==> src/rtl/ce_write_queue.sv <==
// ce_write_queue: CE generator plus FIFO staging of producer writes onto a CE-gated SDRAM write port
module ce_write_queue #(
    parameter int ADDR_W   = 22,
    parameter int DATA_W   = 8,
    parameter int DEPTH    = 4,
    parameter int CE_DIV   = 4,
    parameter int CE_PHASE = 3
) (
    input  logic                         clk,
    input  logic                         reset,
    input  logic                         in_valid,
    input  logic [ADDR_W-1:0]            in_addr,
    input  logic [DATA_W-1:0]            in_data,
    output logic                         in_ready,
    input  logic                         clr_overflow,
    output logic                         ce,
    output logic [$clog2(CE_DIV)-1:0]    phase,
    output logic                         out_write,
    output logic [ADDR_W-1:0]            out_addr,
    output logic [DATA_W-1:0]            out_data,
    output logic [$clog2(DEPTH+1)-1:0]   level,
    output logic                         overflow
);
    localparam int PW = $clog2(CE_DIV);
    localparam int AW = $clog2(DEPTH);
    localparam int LW = $clog2(DEPTH+1);

    logic [ADDR_W+DATA_W-1:0] mem [DEPTH];
    logic [AW-1:0]            wr_ptr, rd_ptr;
    logic                     push, pop;

    assign in_ready = level < LW'(DEPTH);
    assign ce       = (phase == PW'(CE_PHASE)) && !reset;
    assign push     = in_valid && in_ready;
    assign pop      = ce && (level != '0);

    // free-running CE phase counter, wraps at CE_DIV-1
    always_ff @(posedge clk) begin
        if (reset) phase <= '0;
        else       phase <= (phase == PW'(CE_DIV-1)) ? '0 : phase + 1'b1;
    end

    // entry storage; contents only meaningful between the pointers, so no reset
    always_ff @(posedge clk) begin
        if (push) mem[wr_ptr] <= {in_addr, in_data};
    end

    // pointers and fill level; simultaneous push and pop cancel out
    always_ff @(posedge clk) begin
        if (reset) begin
            wr_ptr <= '0;
            rd_ptr <= '0;
            level  <= '0;
        end else begin
            if (push) wr_ptr <= wr_ptr + 1'b1;
            if (pop)  rd_ptr <= rd_ptr + 1'b1;
            level <= level + LW'(push) - LW'(pop);
        end
    end

    // issued write only changes on the edge ending a CE cycle, so it holds a full CE period
    always_ff @(posedge clk) begin
        if (reset) begin
            out_write <= 1'b0;
            out_addr  <= '0;
            out_data  <= '0;
        end else if (ce) begin
            out_write <= pop;
            if (pop) {out_addr, out_data} <= mem[rd_ptr];
        end
    end

    // sticky drop flag; a drop in the same cycle as a clear keeps it set
    always_ff @(posedge clk) begin
        if (reset)                      overflow <= 1'b0;
        else if (in_valid && !in_ready) overflow <= 1'b1;
        else if (clr_overflow)          overflow <= 1'b0;
    end
endmodule
==> config.mk <==
export PLATFORM = sky130hd
export DESIGN_NAME = ce_write_queue
export DESIGN_NICKNAME = d
export VERILOG_FILES = /design/src/rtl/ce_write_queue.sv
export SDC_FILE = /design/constraint.sdc
export NUM_CORES = 1
export LEC_CHECK = 0
export ABC_AREA = 1
export CELL_PAD_IN_SITES_DETAIL_PLACEMENT = 1
export CELL_PAD_IN_SITES_GLOBAL_PLACEMENT = 2
export CORE_AREA = 2 2 128 130
export CTS_CLUSTER_SIZE = 40
export DETAILED_ROUTE_END_ITERATION = 8
export DIE_AREA = 0 0 130 132
export PLACE_DENSITY_LB_ADDON = 0.1
export REMOVE_ABC_BUFFERS = 1
export SETUP_SLACK_MARGIN = 0.2
export SLEW_MARGIN = 25
export SYNTH_ARGS = -nofsm -noshare
export SYNTH_HDL_FRONTEND = slang
export SYNTH_SLANG_ARGS = --single-unit
export TNS_END_PERCENT = 100
==> constraint.sdc <==
create_clock -name clk -period 6.9 [get_ports clk]
set_clock_uncertainty 0.1 [all_clocks]
set_input_delay 0.69 -clock clk [delete_from_list [all_inputs] [get_ports clk]]
set_output_delay 0.69 -clock clk [all_outputs]
set_load 0.005 [all_outputs]
==> flow_summary.json, run 1 <==
{
  "yosys.area_share.xor_xnor_pct": 0.1417,
  "grt_setup_unrepaired": "false",
  "die_area_mm2": 0.01716,
  "synth_flop_cell": "edfxtp_1",
  "stdcell_count": 841,
  "worstPathMaxFanout": 33,
  "vias": 4112,
  "clock_sinks": 161,
  "cts_root_buf": "clkbuf_16",
  "hold_class": "register to register",
  "finalSetupViolCount": 0,
  "end_kind": "register",
  "synth_top_family_by_area": "simple AND/OR/NAND/NOR gates",
  "portBuffers": 72,
  "yosysMostFrequentCell": "nand2_1",
  "synth_cell_types": 22,
  "diodes": 0,
  "grt_usage_pct": 17.73,
  "drtPass1Iterations": 5,
  "grt_pass1_vias": 4345,
  "ys_warn_count": 0,
  "clk_pin_slew_ns": 0.06,
  "fp.dieH_um": 132,
  "syn2layout_area_growth_pct": 26.30,
  "synthSimpleGateAreaFrac_pct": 21.98,
  "fmax_mhz": 320.7,
  "netlist_top_cells_count": "nand2_1, edfxtp_1, nand3_1",
  "routed_wl_mm": 14.34,
  "drv_cap": 0,
  "clk_latency_ns": 0.42,
  "wl_met3_um": 464,
  "synthArstFlopShare_pct": 0,
  "ctsResizeCount": 0,
  "ioPinCount": 73,
  "yosysSeqAreaShare_pct": 71.58,
  "cts_buffer_depth": 2,
  "wl_met2_mm": 7.323,
  "synth_mux_area_share_pct": 0,
  "startpoint_type": "input pin",
  "grt_max_degree": 64,
  "antenna_found_initial": 0,
  "tightestPinTransition_ns": 0.8302,
  "leakagePower_nw": 2.968,
  "final_hold_viol_count": 0,
  "rows": 46,
  "design_area_mm2": 0.007806,
  "slew_headroom_pct": 44.65,
  "die_w_um": 130,
  "p_per_area_mw_per_mm2": 320.0,
  "drive_gt1_share_pct": 8.320,
  "globalplace.congestion": 0.6658,
  "fill_cells": 1685,
  "status": "complete, no violations",
  "syn_area_per_cell_um2": 11.36,
  "dr.max_layer_used": "met4",
  "hpwl_mm": 8.376,
  "finalSetupTns_ns": 0,
  "start_util_pct": 39.34,
  "synth_cells": 544,
  "period_needed_ns": 3.119,
  "viasPerCell": 4.889,
  "ys_ff_latch": 161,
  "crit_type": "input pin to register",
  "place_area_mm2": 0.007156,
  "drt-met1-wl_mm": 6.317,
  "numCtsBuffers": 17,
  "h-tree-depth": 4,
  "synth_edf_count": 120,
  "synthAdderAreaFrac_pct": 1.741,
  "syn_area_mm2": 0.006181,
  "synth_area_leaders": "edfxtp_1, dfxtp_1, nand2_1",
  "slew_viol_final": 0,
  "placed_cells": 809,
  "drc_errors": 0,
  "coreArea_mm2": 0.01571,
  "overflow": 0,
  "antenna_left": 0,
  "drt_iter0_drc": 180,
  "grt_pass1_wl_mm": 23.00,
  "min_period_over_period_pct": 45.20,
  "cts_tree": "yes",
  "nNetsFinal": 654,
  "ir_drop_mv": 0.1902,
  "synth_top_area_cell": "edfxtp_1",
  "routedWlPerCell_um": 17.05,
  "postCtsSetupRepairBufs": 0,
  "synth_top_area_share_pct": 58.30,
  "hold_buffers": 0,
  "cp.arrival_ns": 3.33,
  "synth-compound-area-share_pct": 0.5668,
  "critPathRequiredTime_ns": 7.12
}
==> power by group <==
group / switching (mW) / internal (mW) / total, mW
sequential: 0.0314 / 1.15 / 1.18
combinational: 0.167 / 0.117 / 0.284
clock: 0.383 / 0.650 / 1.03
total: 0.582 / 1.92 / 2.50
==> routing by layer <==
| layer | vias up | GRT usage, % |
|---|---|---|
| met4 | 0 | 5.735 |
| met5 | - | 0 |
| met3 | 18 | 3.571 |
| li1 | 1975 | - |
| met1 | 2047 | 21.87 |
| met2 | 72 | 30.98 |
==> through the flow <==
step	util, %	total power, mW	hold slack [ns]	setup slack [ns]
floorplan	-	1.333	0.3323	4.246
global placement	44.84	1.454	0.3262	3.334
detailed placement	45.54	1.491	0.3525	3.280
CTS	49.68	2.522	0.3625	3.723
global route	49.68	2.599	0.3877	3.533
finish	49.68	2.498	0.3597	3.781
==> final timing paths <==
| kind | endpoint | slack [ns] | startpoint | depth (start not counted) |
|---|---|---|---|---|
| hold reg to reg | overflow | 0.36 | overflow | 2 |
| hold / removal | overflow | 0.36 | overflow | 2 |
| setup / recovery | level[2] | 3.78 | reset | 12 |
| setup reg to reg | level[2] | 4.07 | phase[0] | 13 |
==> placed cells by master, fill, tap and decap left out <==
cell type | netlist | layout
nand2_1 | 202 | 202
edfxtp_1 | 120 | 120
nand3_1 | 100 | 100
clkdlybuf4s50_1 | 0 | 72
dfxtp_1 | 41 | 39
clkbuf_16 | 0 | 17
inv_1 | 15 | 15
nor2_1 | 12 | 8
ha_1 | 7 | 7
nor2_4 | 1 | 5
clkinvlp_4 | 0 | 5
bufinv_16 | 0 | 5
a21oi_1 | 4 | 4
buf_16 | 0 | 4
o21ai_0 | 3 | 3
clkinv_2 | 0 | 3
inv_4 | 2 | 2
nand3_2 | 2 | 2
buf_4 | 6 | 2
dfxtp_2 | 0 | 2
nand2_2 | 1 | 1
nand2_4 | 1 | 1
inv_2 | 1 | 1
xnor2_1 | 1 | 1
and2_1 | 1 | 1
fa_1 | 1 | 1
clkbuf_8 | 0 | 1
inv_6 | 0 | 1
==> sequential cells by signal, indices dropped and copies added, names as in the netlist <==
| register | cells |
|---|---|
| mem | 120 |
| out_addr | 22 |
| out_data | 8 |
| level | 3 |
| phase | 2 |
| rd_ptr | 2 |
| wr_ptr | 2 |
| out_write | 1 |
| overflow | 1 |
==> cell families (layout without fill, tap and decap cells) <==
logic type	Yosys count	count (layout)
AOI/OAI and AO/OA	7	7
xor gates and xnor gates	1	1
DFF	161	161
buffers and inverters	47	128
and+or+nand+nor	320	320
adders and majority gates	8	8
==> worst max-delay path: stages <==
cell,delay (ns)
clkdlybuf4s50_1,0.55
nor2_4,0.22
nand2_4,0.28
inv_4,0.44
ha_1,0.31
inv_1,0.05
ha_1,0.14
inv_1,0.05
fa_1,0.34
inv_1,0.07
and2_1,0.12
nor2_1,0.04
==> cell type report <==
type / instances / area [um2] / share of cell area [%]
Clock buffer: 18 / 439.2 / 5.626
Clock inverter: 14 / 211.5 / 2.709
Inverter: 18 / 72.57 / 0.9296
Multi-Input combinational cell: 336 / 1540 / 19.73
Sequential cell: 161 / 4427 / 56.71
Tap cell: 216 / 270.3 / 3.462
Timing Repair Buffer: 78 / 845.8 / 10.84
(Power assumes the default switching activity.)
==> run 2, diff against run 1 <==
CORE_AREA = 2 2 140 142   (was 2 2 128 130)
DIE_AREA = 0 0 142 144   (was 0 0 130 132)
clock period = 2.5 ns   (was 6.9 ns; I/O delays follow)
==> run 2 against run 1 <==
  * Wire length rose by 4.0%
  * Via count is essentially flat
  * First-iteration DRC count down 11%
  * Global-route usage fell by 2.2 points
  * Clock power is 140% higher
  * Power rose to 2.6 times the previous value
  * Non-clock buffer count up 11
  * Cell count increased by 3.8%
  * Combinational power increased to 2.7 times the previous value
  * Final area fell by 0.56%
  * Sequential power grew to 2.8 times the previous value
  * Highest routed layer unchanged
==> flow_summary.json, run 2 (synthesized netlist as in run 1, its figures left out) <==
{
  "finalSetupTns_ns": 0,
  "final_common_cell": "nand2_1",
  "whs_ns": 0.3440,
  "min_period_over_period_pct": 83.94,
  "critical_path.startpoint": "phase[0]",
  "worstPathMaxFanout": 4,
  "grt_pass1_vias": 4281,
  "hpwl_mm": 8.699,
  "fin_ws_ns": 0.4016,
  "max_stage_delay_ns": 0.35,
  "r2r_setup_slack_ns": 0.40,
  "crit_type": "register to register",
  "rows": 51,
  "layout_common_cells": "nand2_1, edfxtp_1, nand3_1",
  "portBuffers": 72,
  "clk_latency_ns": 0.42,
  "period_needed_ns": 2.098,
  "final_hold_viol_count": 0,
  "hold_class": "input pin to register",
  "end_kind": "register",
  "fin_util_pct": 40.68,
  "overflow": 0,
  "status": "complete, no violations",
  "worstHoldStart": "in_valid",
  "cts_tree": "yes",
  "grt_setup_unrepaired": "false",
  "viasPerCell": 4.708,
  "antenna_left": 0,
  "multiInputGateArea_mm2": 0.001540,
  "crit_family": "adder cells",
  "fmax_mhz": 476.5,
  "r2r-start": "phase[0]",
  "seq_area_mm2": 0.004427,
  "hold_end": "overflow",
  "leakagePower_nw": 2.964,
  "crit_chain": "ha_1 > inv_1 > nor2_4 > nand2_4 > inv_4 > ha_1 > inv_1 > ha_1 > inv_1 > fa_1 > inv_1 > and2_1 > nor2_1",
  "postCtsSetupRepairBufs": 0,
  "cp.arrival_ns": 2.31,
  "cp.depth": 13,
  "slowest_stage": "fa_1",
  "die_area_mm2": 0.02045,
  "nNetsFinal": 665,
  "ir_drop_mv": 0.4423,
  "critPathRequiredTime_ns": 2.71,
  "path_common_cell": "inv_1",
  "drc_errors": 0,
  "vias": 4110,
  "largest_reg_flops": 120,
  "hold_buffers": 0,
  "place_area_mm2": 0.007211,
  "ff2ff_path_depth": 13,
  "drive_gt1_share_pct": 9.134,
  "grt_pass1_wl_mm": 23.53,
  "reg_top3": "mem: 120 flops, out_addr: 22 flops, out_data: 8 flops",
  "startpoint_type": "register",
  "fill_cells": 2068,
  "finalSetupViolCount": 0,
  "h-tree-depth": 4,
  "numCtsBuffers": 17,
  "coreArea_mm2": 0.01908,
  "slew_headroom_pct": 52.94,
  "design_area_mm2": 0.007762,
  "globalplace.congestion": 0.6523,
  "diodes": 0,
  "ctsResizeCount": 0,
  "drt_iter0_drc": 161,
  "tightestPinTransition_ns": 0.7059,
  "grt_usage_pct": 15.56,
  "routed_wl_mm": 14.92,
  "cts_buffer_depth": 2,
  "cts_root_buf": "clkbuf_16",
  "regMostFlops": "mem",
  "pre_cts_slack_ns": 0.2240,
  "p_per_area_mw_per_mm2": 836.0,
  "ioPinCount": 73,
  "clock_sinks": 161,
  "routedWlPerCell_um": 17.09,
  "syn2layout_area_growth_pct": 25.59,
  "crit_buf_inv": 5,
  "slew_viol_final": 0,
  "hold_path_depth": 3,
  "clk_pin_slew_ns": 0.06,
  "drv_cap": 0,
  "die_w_um": 142,
  "r2r-end": "level[2]",
  "fp.dieH_um": 144,
  "grt_max_degree": 62,
  "antenna_found_initial": 0,
  "start_util_pct": 32.40,
  "drtPass1Iterations": 4
}
[run 2: cell types whose count changed in the layout (fill, tap and decap cells not counted), sizes merged]
cell / previous run / this run
inv: 19 / 18
clkinv: 3 / 7
clkbuf: 18 / 19
clkinvlp: 5 / 3
bufinv: 5 / 2
buf: 6 / 17
[run 2: power by group]
part	total, mW	switching [mW]	internal [mW]
registers	3.26	0.0858	3.17
logic	0.767	0.459	0.308
clock network	2.47	1.02	1.45
[run 2: worst max path at each step]
| stage | endpoint | slack (ns) |
|---|---|---|
| finish | level[2] | 0.40 |
| global placement | level[2] | 0.26 |
| floorplan | mem[0][0] | 0.07 |
| detailed placement | level[2] | 0.22 |
| CTS | level[2] | 0.37 |
| global route | level[2] | 0.24 |
[run 2: metal layers]
layer  GRT usage [%]  part of all wire, %  vias to the layer above
met5               0                    0                        -
met4           4.579                  1.2                        0
met3           3.576                  2.9                       16
met2           26.57                   49                       73
met1           19.84                   47                     2021
li1                -                    -                     2000
[run 2: layout make-up]
type	instances	area share, %
clock buffers	19	5.577
clock inverters	12	1.531
inverters	18	0.9349
multi-input cells	336	19.84
flip-flops and latches	161	57.03
well taps	238	3.836
repair buffers	89	11.25
[run 2: worst reg2reg max path, cell delays in order (launching register included)]
cell and delay (ns):
dfxtp_1 0.32, ha_1 0.20, inv_1 0.13, nor2_4 0.07, nand2_4 0.08, inv_4 0.03
ha_1 0.25, inv_1 0.06, ha_1 0.13, inv_1 0.05, fa_1 0.35, inv_1 0.07
and2_1 0.12, nor2_1 0.04
[run 2: through the flow]
| step | total power [mW] | cells |
|---|---|---|
| finish | 6.489 | 873 |
| global route | 6.791 | 873 |
| CTS | 6.592 | 873 |
| detailed placement | 4.105 | 842 |
| global placement | 4.078 | 842 |
| floorplan | 3.679 | 515 |
